==> src/rtl/comm_pkg.sv <==
// Shared definitions for the matrix-converter commutation monitor:
// connection codes, phase indices, switch-bit mapping and phase FSM encoding.
package comm_pkg;

    localparam logic [1:0] CONN_NUL = 2'b00;
    localparam logic [1:0] CONN_LAA = 2'b01;
    localparam logic [1:0] CONN_LBB = 2'b10;
    localparam logic [1:0] CONN_LCC = 2'b11;

    localparam int unsigned PHASE_A = 0;
    localparam int unsigned PHASE_B = 1;
    localparam int unsigned PHASE_C = 2;
    localparam int unsigned NUM_PHASES = 3;

    typedef enum logic [1:0] {
        ST_SETTLED = 2'd0,
        ST_TRANSIT = 2'd1,
        ST_FAULT   = 2'd2
    } phase_state_t;

    // Switch s = 3p + i; its forward IGBT is bit 2s, reverse IGBT bit 2s+1.
    function automatic int unsigned fwd_bit(input int unsigned p, input int unsigned i);
        return 2 * (3 * p + i);
    endfunction

    function automatic int unsigned rev_bit(input int unsigned p, input int unsigned i);
        return 2 * (3 * p + i) + 1;
    endfunction

    function automatic logic [7:0] sat_inc(input logic [7:0] v, input logic [7:0] lim);
        return (v >= lim) ? lim : v + 8'd1;
    endfunction

endpackage

==> src/rtl/comm_phase_mon.sv <==
// One output phase of the commutation monitor: decode, fault filters and FSM.
// Open-circuit detection is built only when COMM_MON_OPEN_DETECT_EN is defined.
module comm_phase_mon
    import comm_pkg::*;
#(
    parameter int unsigned FILT_CYCLES    = 2,
    parameter int unsigned SETTLE_CYCLES  = 4,
    parameter int unsigned TIMEOUT_CYCLES = 64
) (
    input  logic       clk,
    input  logic       rst,
    input  logic [5:0] slice,
    input  logic       current_sign,
    input  logic       cur_valid,
    input  logic       clr_faults,
    output logic       short_flag,
    output logic       open_flag,
    output logic       timeout_flag,
    output logic [1:0] load_state,
    output logic       settled
);

    localparam logic [7:0] FILT_LIM    = 8'(FILT_CYCLES);
    localparam logic [7:0] SETTLE_LIM  = 8'(SETTLE_CYCLES);
    localparam logic [7:0] TIMEOUT_LIM = 8'(TIMEOUT_CYCLES);

    logic [2:0]   fwd, rev;
    logic         short_term, short_hit, short_q, short_n;
    logic [7:0]   short_cnt, short_cnt_n;
    logic         open_hit;
    logic [1:0]   conn;
    logic         conn_legal, changed, stable;
    logic [5:0]   prev_slice;
    phase_state_t state_q, state_n;
    logic [7:0]   settle_cnt, settle_n, settle_inc;
    logic [7:0]   transit_cnt, transit_n, transit_inc;
    logic         timeout_q, timeout_n, settled_q, settled_n;
    logic [1:0]   load_q, load_n;

    // Decode: a legal connection is exactly one switch fully on, or everything off.
    always_comb begin
        fwd        = '0;
        rev        = '0;
        short_term = 1'b0;
        conn       = CONN_NUL;
        conn_legal = (slice == 6'd0);
        for (int i = 0; i < 3; i++) begin
            fwd[i] = slice[fwd_bit(0, i)];
            rev[i] = slice[rev_bit(0, i)];
        end
        for (int i = 0; i < 3; i++) begin
            for (int j = 0; j < 3; j++) begin
                if (i != j) short_term |= fwd[i] & rev[j];
            end
            if (slice == (6'b000011 << (2 * i))) begin
                conn       = 2'(i + 1);
                conn_legal = 1'b1;
            end
        end
    end

    assign changed = (slice != prev_slice);
    assign stable  = !changed && conn_legal;

    always_comb begin
        short_cnt_n = short_term ? sat_inc(short_cnt, FILT_LIM) : 8'd0;
        short_hit   = short_term && (short_cnt_n == FILT_LIM) && !clr_faults;
        short_n     = clr_faults ? 1'b0 : (short_q | short_hit);
        if (clr_faults) short_cnt_n = 8'd0;
    end

`ifdef COMM_MON_OPEN_DETECT_EN
    logic       open_term, open_q, open_n;
    logic [7:0] open_cnt, open_cnt_n;

    // An open is a valid current with no device conducting in its direction.
    assign open_term = cur_valid && (current_sign ? (fwd == 3'b000) : (rev == 3'b000));

    always_comb begin
        open_cnt_n = open_term ? sat_inc(open_cnt, FILT_LIM) : 8'd0;
        open_hit   = open_term && (open_cnt_n == FILT_LIM) && !clr_faults;
        open_n     = clr_faults ? 1'b0 : (open_q | open_hit);
        if (clr_faults) open_cnt_n = 8'd0;
    end

    always_ff @(posedge clk or negedge rst) begin
        if (!rst) begin
            open_cnt <= 8'd0;
            open_q   <= 1'b0;
        end else begin
            open_cnt <= open_cnt_n;
            open_q   <= open_n;
        end
    end

    assign open_flag = open_q;
`else
    logic unused_open_inputs;
    assign unused_open_inputs = current_sign ^ cur_valid;
    assign open_hit  = 1'b0;
    assign open_flag = 1'b0;
`endif

    // Fault entry overrides settling; clr_faults overrides any fault entry.
    always_comb begin
        state_n     = state_q;
        settle_n    = settle_cnt;
        transit_n   = transit_cnt;
        settled_n   = settled_q;
        load_n      = load_q;
        timeout_n   = timeout_q;
        settle_inc  = stable ? sat_inc(settle_cnt, SETTLE_LIM) : 8'd0;
        transit_inc = sat_inc(transit_cnt, TIMEOUT_LIM);
        unique case (state_q)
            ST_SETTLED: begin
                settle_n = settle_inc;
                if (changed) begin
                    state_n   = ST_TRANSIT;
                    settled_n = 1'b0;
                    settle_n  = 8'd0;
                    transit_n = 8'd0;
                end
            end
            ST_TRANSIT: begin
                settle_n  = settle_inc;
                transit_n = transit_inc;
                if ((transit_inc == TIMEOUT_LIM) && !clr_faults) begin
                    state_n   = ST_FAULT;
                    timeout_n = 1'b1;
                    settled_n = 1'b0;
                    settle_n  = 8'd0;
                    transit_n = 8'd0;
                end else if (settle_inc == SETTLE_LIM) begin
                    state_n   = ST_SETTLED;
                    settled_n = 1'b1;
                    load_n    = conn;
                end
            end
            ST_FAULT: begin
                settled_n = 1'b0;
                settle_n  = 8'd0;
                transit_n = 8'd0;
                if (clr_faults) state_n = ST_TRANSIT;
            end
            default: state_n = ST_TRANSIT;
        endcase
        if (clr_faults) begin
            timeout_n = 1'b0;
        end else if (short_hit || open_hit) begin
            state_n   = ST_FAULT;
            settled_n = 1'b0;
            load_n    = load_q;
            settle_n  = 8'd0;
            transit_n = 8'd0;
        end
    end

    always_ff @(posedge clk or negedge rst) begin
        if (!rst) begin
            state_q     <= ST_TRANSIT;
            prev_slice  <= 6'd0;
            settle_cnt  <= 8'd0;
            transit_cnt <= 8'd0;
            short_cnt   <= 8'd0;
            short_q     <= 1'b0;
            timeout_q   <= 1'b0;
            settled_q   <= 1'b0;
            load_q      <= CONN_NUL;
        end else begin
            state_q     <= state_n;
            prev_slice  <= slice;
            settle_cnt  <= settle_n;
            transit_cnt <= transit_n;
            short_cnt   <= short_cnt_n;
            short_q     <= short_n;
            timeout_q   <= timeout_n;
            settled_q   <= settled_n;
            load_q      <= load_n;
        end
    end

    assign short_flag   = short_q;
    assign timeout_flag = timeout_q;
    assign load_state   = load_q;
    assign settled      = settled_q;

endmodule

==> src/rtl/commutation_monitor.sv <==
// Passive shoot-through / open / timeout checker on the 18-bit gate vector.
// Define COMM_MON_OPEN_DETECT_EN to build the open-circuit detection.
module commutation_monitor
    import comm_pkg::*;
#(
    parameter int unsigned FILT_CYCLES    = 2,
    parameter int unsigned SETTLE_CYCLES  = 4,
    parameter int unsigned TIMEOUT_CYCLES = 64
) (
    input  logic        clk,
    input  logic        rst,
    input  logic [17:0] sout,
    input  logic [2:0]  current_sign,
    input  logic [2:0]  cur_valid,
    input  logic        clr_faults,
    output logic [2:0]  shorts,
    output logic [2:0]  opens,
    output logic [2:0]  timeout,
    output logic [5:0]  load_state,
    output logic [2:0]  settled,
    output logic        fault
);

    for (genvar p = 0; p < NUM_PHASES; p++) begin : g_phase
        comm_phase_mon #(
            .FILT_CYCLES   (FILT_CYCLES),
            .SETTLE_CYCLES (SETTLE_CYCLES),
            .TIMEOUT_CYCLES(TIMEOUT_CYCLES)
        ) u_mon (
            .clk         (clk),
            .rst         (rst),
            .slice       (sout[fwd_bit(p, 0) +: 6]),
            .current_sign(current_sign[p]),
            .cur_valid   (cur_valid[p]),
            .clr_faults  (clr_faults),
            .short_flag  (shorts[p]),
            .open_flag   (opens[p]),
            .timeout_flag(timeout[p]),
            .load_state  (load_state[2*p +: 2]),
            .settled     (settled[p])
        );
    end

`ifdef COMM_MON_OPEN_DETECT_EN
    assign fault = |{shorts, opens, timeout};
`else
    assign fault = |{shorts, timeout};
`endif

endmodule

==> config.mk <==
export PLATFORM = sky130hd
export DESIGN_NAME = commutation_monitor
export DESIGN_NICKNAME = d
export VERILOG_FILES = /design/src/rtl/comm_pkg.sv /design/src/rtl/comm_phase_mon.sv /design/src/rtl/commutation_monitor.sv
export SDC_FILE = /design/constraint.sdc
export NUM_CORES = 1
export LEC_CHECK = 0
export CAP_MARGIN = 5
export CELL_PAD_IN_SITES_DETAIL_PLACEMENT = 0
export CELL_PAD_IN_SITES_GLOBAL_PLACEMENT = 2
export CORE_MARGIN = 10
export CORE_UTILIZATION = 41
export DETAILED_ROUTE_END_ITERATION = 16
export PLACE_DENSITY = 0.83
export SLEW_MARGIN = 25
export SYNTH_ARGS = -nofsm -noshare
export SYNTH_HDL_FRONTEND = slang
export SYNTH_SLANG_ARGS = --single-unit
==> constraint.sdc <==
create_clock -name clk -period 5.69 [get_ports clk]
set_input_delay 1.138 -clock clk [delete_from_list [all_inputs] [get_ports clk]]
set_output_delay 1.138 -clock clk [all_outputs]
set_load 0.01 [all_outputs]
Yosys cells after proc, flatten, opt, wreduce, memory -nomap -nowiden
Index checks and enable logic that the tools add are counted.
- logic and storage cells: 275
- bits of input ports: 27
- output and inout bits: 19
- flip-flop bits (word level): 111
- bitwise gates (word level): 36
- equality and inequality tests: 30
- reductions and logical operators: 32
- magnitude comparators: 9
- mux-type cells: 132
- add/sub/neg operators: 9
- operators with widths (cell ; number):
    8-bit two-way mux ; 42
    8-bit one-hot mux with 3 select lines ; 6
    2-bit two-way mux ; 39
    8-bit by 1-bit adder with 8-bit output, second input constant ; 9
    1-bit two-way mux ; 39
    8-bit by 2-bit == test with 1-bit output, second input constant ; 3
    8-bit by 3-bit == test with 1-bit output, second input constant ; 3
    8-bit by 7-bit == test with 1-bit output, second input constant ; 3
    8-bit by 2-bit greater-or-equal comparator with 1-bit output, second input constant ; 3
    8-bit by 3-bit greater-or-equal comparator with 1-bit output, second input constant ; 3
    8-bit by 7-bit greater-or-equal comparator with 1-bit output, second input constant ; 3
    1-bit AND ; 18
    6-bit by 2-bit == test with 1-bit output, second input constant ; 3
    6-bit by 4-bit == test with 1-bit output, second input constant ; 3
    6-bit == test, second input constant ; 3
    6-bit zero test ; 3
    6-bit inequality test ; 3
    1-bit OR ; 18
    2-bit one-hot mux with 3 select lines ; 3
    1-bit logical AND ; 12
    2-bit nonzero test ; 6
    1-bit one-hot mux with 3 select lines ; 3
    2-bit by 1-bit == test with 1-bit output, second input constant ; 3
    2-bit == test, second input constant ; 3
    5 further kinds ; 14

Depth between registers and ports, before layout
Gate-level depths: netlist (run 1).
- depth after elaboration: 12
- depth in mapped cells: 8
- gate-level depth less buffers: 7

By module
From an unflattened synthesis (run 1), not the netlist that was laid out.
- cell total of the unflattened synthesis: 529
- area, all modules: 5491.5 sq um
- modules (own cells, without submodules) (module ; times used ; cells each ; area an instance (sq um) ; seq. area each (sq um)):
    comm_phase_mon (g_phase[0].u_mon) ; 1 ; 180 ; 1841.8 ; 927.1
    comm_phase_mon (g_phase[2].u_mon) ; 1 ; 172 ; 1826.8 ; 927.1
    comm_phase_mon (g_phase[1].u_mon) ; 1 ; 174 ; 1809.2 ; 927.1
    commutation_monitor ; 1 ; 3 ; 13.8 ; 0.0

Worst setup path before layout (run 1)
No wires, ideal clock.
- path kind: input to register
- from: input sout[11]
- to: register g_phase[1].u_mon.load_q[0]
- data required time: 5565 ps
- arrival: 2697 ps
- buffers on the path: 1
- path slack: 2868 ps
- stages: 6
- setup time: 125 ps
- path through: buf_6 xor2_1 nor4_4 nand2_2 or4_4 mux2_4
- cells in the longest elaborated chain, start to end: 12
- elaborated cells on any way between the ends: 32
- those cells by class: 7 x eq/ne; 13 x mux; 7 x bitwise; 5 x reduce/logical
- RTL lines (item ; RTL line ; text):
    from (decl) ; commutation_monitor.sv:12 ; input logic [17:0] sout,
    6-bit by 2-bit == test with 1-bit output / 6-bit zero test (equally long branches) ; comm_phase_mon.sv:55, comm_phase_mon.sv:46 ;
    1-bit two-way mux (3 in series) ; comm_phase_mon.sv:55 ; if (slice == (6'b000011 << (2 * i))) begin
    1-bit logical AND ; comm_phase_mon.sv:63 ; assign stable = !changed && conn_legal;
    8-bit two-way mux ; comm_phase_mon.sv:112 ; settle_inc = stable ? sat_inc(settle_cnt, SETTLE_LIM) : 8'd0;
    8-bit by 3-bit == test with 1-bit output ; comm_phase_mon.sv:133 ; end else if (settle_inc == SETTLE_LIM) begin
    2-bit two-way mux ; comm_phase_mon.sv:133 ;
    2-bit two-way mux ; comm_phase_mon.sv:127 ; if ((transit_inc == TIMEOUT_LIM) && !clr_faults) begin
    2-bit two-way mux ; comm_phase_mon.sv:114 ; unique case (state_q)
    2-bit two-way mux ; comm_phase_mon.sv:149 ; end else if (short_hit || open_hit) begin
    2-bit two-way mux ; comm_phase_mon.sv:147 ; if (clr_faults) begin
    to (signal assigned) ; comm_phase_mon.sv:178 ; load_q <= load_n;
    to (decl) ; comm_phase_mon.sv:38 ; logic [1:0] load_q, load_n;
Parallel ways exist; a longest one is shown, timed or not. The select of a mux whose other input is x is not followed.
A chain may end at the register's enable or synchronous reset.

Worst setup path in the final report (run 1)
- from: input sout[6]
- to: register g_phase[1].u_mon.load_q[0]
Same word-level chain as after synthesis.

==> results.yml, run 1 <==
layout:
  areaGrowthSynthToFinish_pct: 14.07
  mostFrequentLayoutCells: "dfrtp_1 (108), nor2_1 (40), nand2_1 (35), clkdlybuf4s50_1 (35), a21oi_1 (27)"
  final_cells: 764
  layout-drive-gt1-share: 0.06633
  final_common_cell: "dfrtp_1"
  final_nets: 625
  fillers: 1228
  diodes: 0
setup_path:
  critPathSlowestCell: "or4_4"
  crit_arrival_ns: 3.41
  path_class: "input port to flop"
  startpoint_type: "input port"
  crit_chain: "clkdlybuf4s50_1, xor2_1, nor4_4, nand2_2, or4_4, mux2_4"
  cpPeakStageDelay_ns: 0.58
  crit_buf_inv: 1
  required_ns: 5.93
  cpLargestDelayFamily: "simple AND/OR/NAND/NOR gates"
  cp-end-kind: "flop"
  cp_max_fo: 8
global_routing:
  grt_pass1_vias: 4077
  antenna_found_initial: 0
  grt_pass1_wl_um: 20460
  grt_max_degree: 64
  overflow: 0
  track_usage: 0.1337
yosys:
  synth_edf_count: 0
  syn_area_mm2: 0.005593
  synth-seq-cells: 111
  synth_top_area_share: 0.4832
  synth_top_area_cell: "dfrtp_1"
  yosysUniqueCellTypes: 70
  syn_avg_cell_area_um2: 10.22
  seq_area_frac_synth: 0.4973
  synthArstFlopShare: 1.000
  synth_warnings: 0
  syn_inst: 547
  yosys_most_used_dff: "dfrtp_1"
  synth_area_leaders: "dfrtp_1 (48%), ha_1 (3.4%), xor2_1 (2.8%)"
routing:
  dr.pass1.iters: 4
  drtIter0Drc: 322
  routed_via_density: 5.414
  drc: 0
  wl_per_cell_um: 15.37
  wirelength_um: 11740
  ant_nets: 0
  num_vias: 4136
sta:
  setup_viol: 0
  fmaxAchievable_mhz: 315.0
  grt_setup_unrepaired: "no"
  hold_viol: 0
  fin_worst_skew_ns: 0.008765
  period_needed_ns: 3.175
  setup_tns_ns: 0
  post-route-period-util: 0.5580
  slew_violations: 0
  relSlewSlack: 0.4683
  worst_slew_pin_slew_ns: 0.7975
worst_hold_path:
  holdCritPathClass: "flop to flop"
clock_tree:
  post-cts-setup-buffers: 0
  ctsHoldBuffers: 0
  clkSinkCount: 111
  clk_root_buffer_cell: "clkbuf_16"
  cts.htree.levels: 3
  cts_buffer_depth: 2
  cts_tree: "built"
  clk_latency_ns: 0.35
  cts_resized: 0
  numCtsBuffers: 9
  clk_pin_slew_worst_paths_ns: 0.07
pwr:
  pwr_density_cell_mw_per_mm2: 259.6
  ir_drop_mv: 0.2071
  p_leak_uw: 0.002706
status:
  outcome: "completed"
place:
  place.gp.congestion: 0.8471
  place_hpwl_um: 8225
  io_buffers: 36
  placedCellCount: 748
floorplanning:
  core_area_mm2: 0.01330
  io_pins: 46
  die_width_um: 136.8
  floorplan.initialDensity: 0.4207
  num_rows: 42
  die_h_um: 136.8
  dieArea_mm2: 0.01871
run:
  maxCapViolCount: 0
[per-layer routing]
layer  up-vias  global-route usage  share of wire
li1       2049                   -              -
met2        69              0.2133           0.47
met1      2009              0.1727           0.47
met3         9             0.04032          0.043
met4         0             0.03630          0.013
met5         -                   0              0
[registers in the layout, indices dropped and copies added (netlist names)]
register and cells:
g_phase.u_mon.timeout_flag 3, g_phase.u_mon.transit_cnt 24, g_phase.u_mon.short_flag 3, g_phase.u_mon.settle_cnt 24, g_phase.u_mon.load_state 6, g_phase.u_mon.state_q 6, g_phase.u_mon.prev_slice 18, g_phase.u_mon.settled 3
g_phase.u_mon.short_cnt 24
[worst register-to-register path, cell delays in order, from the launching register on]
cell     delay, ns
dfrtp_1       0.36
inv_1         0.07
ha_1          0.18
or4_1         0.55
o31a_1        0.53
or4_1         0.56
o32ai_1       0.12
[cells by family (layout without fill, tap and decap cells)]
logic type | Yosys count | count (layout) | synth area share
compound gates | 125 | 125 | 0.1515
xor+xnor | 26 | 26 | 0.04072
fa+ha+maj | 15 | 15 | 0.03356
buf+inv | 50 | 74 | 0.04295
flops | 111 | 111 | 0.4973
mux | 10 | 10 | 0.02103
other cells | 1 | 18 | 0.0006705
simple gates | 209 | 209 | 0.2123
[per-stage QoR]
stage | hold WS, ns | instance area (um2) | worst slack [ns] | utilization | total power, uW
floorplan | 0.4539 | 5657 | 2.868 | - | 976.3
global placement | 0.4695 | 6088 | 2.142 | 0.4579 | 1047
detailed placement | 0.4728 | 6088 | 2.136 | 0.4579 | 1049
CTS | 0.4932 | 6380 | 2.509 | 0.4799 | 1683
global route | 0.5010 | 6380 | 2.364 | 0.4799 | 1747
finish | 0.4936 | 6380 | 2.515 | 0.4799 | 1656
[path summary, 6_finish.rpt]
kind / slack (ns) / cells past startpoint / start / end
max: 2.52 / 6 / sout[6] / g_phase[1].u_mon.load_state[0]$_DFFE_PN0P_
min: 0.49 / 1 / g_phase[2].u_mon.settle_cnt[5]$_DFF_PN0_ / g_phase[2].u_mon.settle_cnt[5]$_DFF_PN0_
max reg2reg: 3.22 / 6 / g_phase[2].u_mon.short_cnt[0]$_DFF_PN0_ / g_phase[2].u_mon.settle_cnt[1]$_DFF_PN0_
min reg2reg: 0.49 / 1 / g_phase[2].u_mon.settle_cnt[5]$_DFF_PN0_ / g_phase[2].u_mon.settle_cnt[5]$_DFF_PN0_
max in group asynchronous: 3.71 / 2 / rst / g_phase[1].u_mon.prev_slice[1]$_DFF_PN0_
min in group asynchronous: 0.87 / 1 / rst / g_phase[2].u_mon.settle_cnt[5]$_DFF_PN0_
[layout make-up]
type | instances | area [um2] | area share
inverter | 19 | 71.32 | 0.01118
sequential | 111 | 2781 | 0.4360
clock inverter | 5 | 58.81 | 0.009217
clock buffer | 11 | 232.7 | 0.03648
multi-input combinational | 403 | 2635 | 0.4130
timing repair buffer | 39 | 380.4 | 0.05962
tap | 176 | 220.2 | 0.03452
[where the power goes]
| part | switching [uW] | internal [uW] | total, uW |
|---|---|---|---|
| combinational | 110 | 68.9 | 179 |
| clock | 282 | 342 | 624 |
| sequential | 35.5 | 818 | 853 |
| total | 427 | 1230 | 1660 |
[cell usage after synthesis, drive strengths merged, types with 3 or more instances]
cell type / number
or4: 7
mux2: 8
nor2: 41
dfrtp: 108
nor4: 12
nand4b: 7
o21ai: 25
xor2: 18
inv: 18
nand2: 36
o31ai: 6
or2: 3
a31oi: 13
buf: 14
o21a: 5
nand3: 20
a21o: 3
nand4: 8
or4b: 4
ha: 15
a22oi: 3
a21boi: 6
nor3: 14
dfstp: 3
and3: 23
a21oi: 27
a2bb2oi: 3
xnor2: 8
clkbuf: 17
nand2b: 5
nor3b: 3
nor2b: 4
o211ai: 5
nor4bb: 4
and2: 11
Power figures use the tool's default switching activity.
==> run 2: changes to the inputs <==
Settings changed: CORE_UTILIZATION 41 to 38, PLACE_DENSITY 0.83 to 0.78.
Clock period 5.69 ns to 3.02 ns, I/O delays scaled along.
==> run 2 against run 1 <==
  * First-iteration DRC count fell by 23%
  * Via count rose by 3.2%
  * Worst hold slack got worse by 0.44 ns
  * Register-to-register slack worse by 2.5 ns
==> results.yml, run 2 (synthesis gave the netlist of run 1 again) <==
setup_path:
  cp_max_fo: 7
  required_ns: 3.25
  rr_worst_depth: 6
  reg2reg_setup_slack_ns: 0.72
  crit_chain: "clkdlybuf4s50_1, xor2_1, nor4b_1, o211ai_1, or3b_1, mux2_1"
  crit_arrival_ns: 2.71
  startpoint_type: "input port"
  cpLargestDelayFamily: "simple AND/OR/NAND/NOR gates"
  r2r_start: "g_phase[0].u_mon.transit_cnt[0]$_DFF_PN0_"
  path_class: "input port to flop"
  cp-end-kind: "flop"
  cpPeakStageDelay_ns: 0.55
  crit_buf_inv: 1
  r2r_end: "g_phase[0].u_mon.load_state[1]$_DFFE_PN0P_"
  critPathSlowestCell: "clkdlybuf4s50_1"
sta:
  fmaxAchievable_mhz: 403.9
  slew_violations: 0
  period_needed_ns: 2.476
  post-route-period-util: 0.8199
  worst_slew_pin_slew_ns: 0.6229
  setup_tns_ns: 0
  hold_viol: 0
  fin_worst_skew_ns: 0.009419
  setup_viol: 0
  relSlewSlack: 0.5812
  whs_ns: 0.05025
  grt_setup_unrepaired: "no"
layout:
  areaGrowthSynthToFinish_pct: 16.49
  final_common_cell: "dfrtp_1"
  final_nets: 641
  top_regs: "g_phase.u_mon.settle_cnt (24), g_phase.u_mon.short_cnt (24), g_phase.u_mon.transit_cnt (24)"
  layout-drive-gt1-share: 0.09272
  diodes: 0
  mostFrequentLayoutCells: "dfrtp_1 (108), nor2_1 (40), nand2_1 (35), clkdlybuf4s50_1 (35), a21oi_1 (27)"
routing:
  num_vias: 4268
  ant_nets: 0
  wirelength_um: 12330
  routed_via_density: 5.416
  dr.pass1.iters: 4
  wl_per_cell_um: 15.65
  drtIter0Drc: 249
  drc: 0
worst_hold_path:
  holdCritPathClass: "input port to asynchronous set/reset pin"
run:
  maxCapViolCount: 0
clock_tree:
  clk_pin_slew_worst_paths_ns: 0.07
  cts_buffer_depth: 2
  clk_latency_ns: 0.36
  post-cts-setup-buffers: 0
  cts_tree: "built"
  numCtsBuffers: 9
  cts.htree.levels: 3
  ctsHoldBuffers: 0
  cts_resized: 0
  clkSinkCount: 111
  clk_root_buffer_cell: "clkbuf_16"
pwr:
  ir_drop_mv: 0.3780
  p_sw_frac: 0.2708
  pwr_density_cell_mw_per_mm2: 480.5
  combinationalPowerShare: 0.117
  power_frac_seq: 0.514
  p_int_uw: 2283
  power_switching_uw: 847.7
  power_frac_clock: 0.370
  p_leak_uw: 0.002792
floorplanning:
  dieArea_mm2: 0.01997
  die_width_um: 141.3
  core_area_mm2: 0.01448
  num_rows: 44
  floorplan.initialDensity: 0.3863
  die_h_um: 141.3
  io_pins: 46
global_routing:
  antenna_found_initial: 0
  grt_max_degree: 68
  grt_pass1_vias: 4173
  grt_pass1_wl_um: 20960
  overflow: 0
  track_usage: 0.1267
place:
  place_hpwl_um: 8806
  io_buffers: 36
  place.gp.congestion: 0.7823
status:
  outcome: "completed"
## run 2: changes by cell type in the layout (fill, tap and decap cells not counted), sizes merged
| cell | delta |
|---|---|
| clkinvlp | -1 |
| bufinv | -1 |
| inv | +2 |
| buf | +16 |
## run 2: final cells by class
cell class                 instances  area [um2]
inverter                          19       71.32
clock inverter                     5       41.29
timing repair buffer              55       513.0
fill                            1390        7964
clock buffer                      11       242.7
sequential                       111        2781
tap                              184       230.2
multi-input combinational        403        2635
## run 2: how the worst max path moves through the flow
stage                        start                                    endpoint  slack, ns  cells after the start
after CTS                 sout[15]  g_phase[2].u_mon.load_state[1]$_DFFE_PN0P_       0.55                      6
after global placement    sout[15]  g_phase[2].u_mon.load_state[0]$_DFFE_PN0P_       0.22                      6
after detailed placement  sout[15]  g_phase[2].u_mon.load_state[1]$_DFFE_PN0P_       0.17                      6
after floorplan           sout[11]  g_phase[1].u_mon.load_state[0]$_DFFE_PN0P_       0.73                      6
final                     sout[15]  g_phase[2].u_mon.load_state[1]$_DFFE_PN0P_       0.54                      6
after global routing       sout[5]    g_phase[0].u_mon.settle_cnt[1]$_DFF_PN0_       0.39                      6
## run 2: worst reg2reg max path: cells and delay by family (launching register included)
kind            cells  cell delay, ns
compound gates      2            0.74
mux                 1            0.32
flops               1            0.43
simple gates        2            0.45
fa+ha+maj           1            0.25
## run 2: routing by layer
| layer | global-route usage | share of wire | wire (um) |
|---|---|---|---|
| met4 | 0.03370 | 0.013 | 165 |
| met1 | 0.1677 | 0.47 | 5774 |
| met5 | 0 | 0 | 0 |
| met3 | 0.03838 | 0.043 | 527 |
| met2 | 0.1966 | 0.48 | 5865 |
## run 2: stage by stage
step / utilization / area [um2] / std cells / total power (uW) / setup WS [ns]
after detailed placement: 0.4303 / 6231 / 772 / 2007 / 0.1696
after global routing: 0.4500 / 6515 / 788 / 3285 / 0.3883
after CTS: 0.4500 / 6515 / 788 / 3185 / 0.5465
final: 0.4500 / 6515 / 788 / 3131 / 0.5440
after floorplan: - / 5657 / 564 / 1840 / 0.7321
after global placement: 0.4303 / 6231 / 772 / 1999 / 0.2189
## run 2: power groups by stage
stage / clock network, uW / registers, uW / logic, uW
CTS: 1210 / 1610 / 371
finish: 1160 / 1610 / 365
global route: 1250 / 1620 / 413
global placement: 0 / 1640 / 364
detailed placement: 0 / 1640 / 370
floorplan: 0 / 1600 / 243
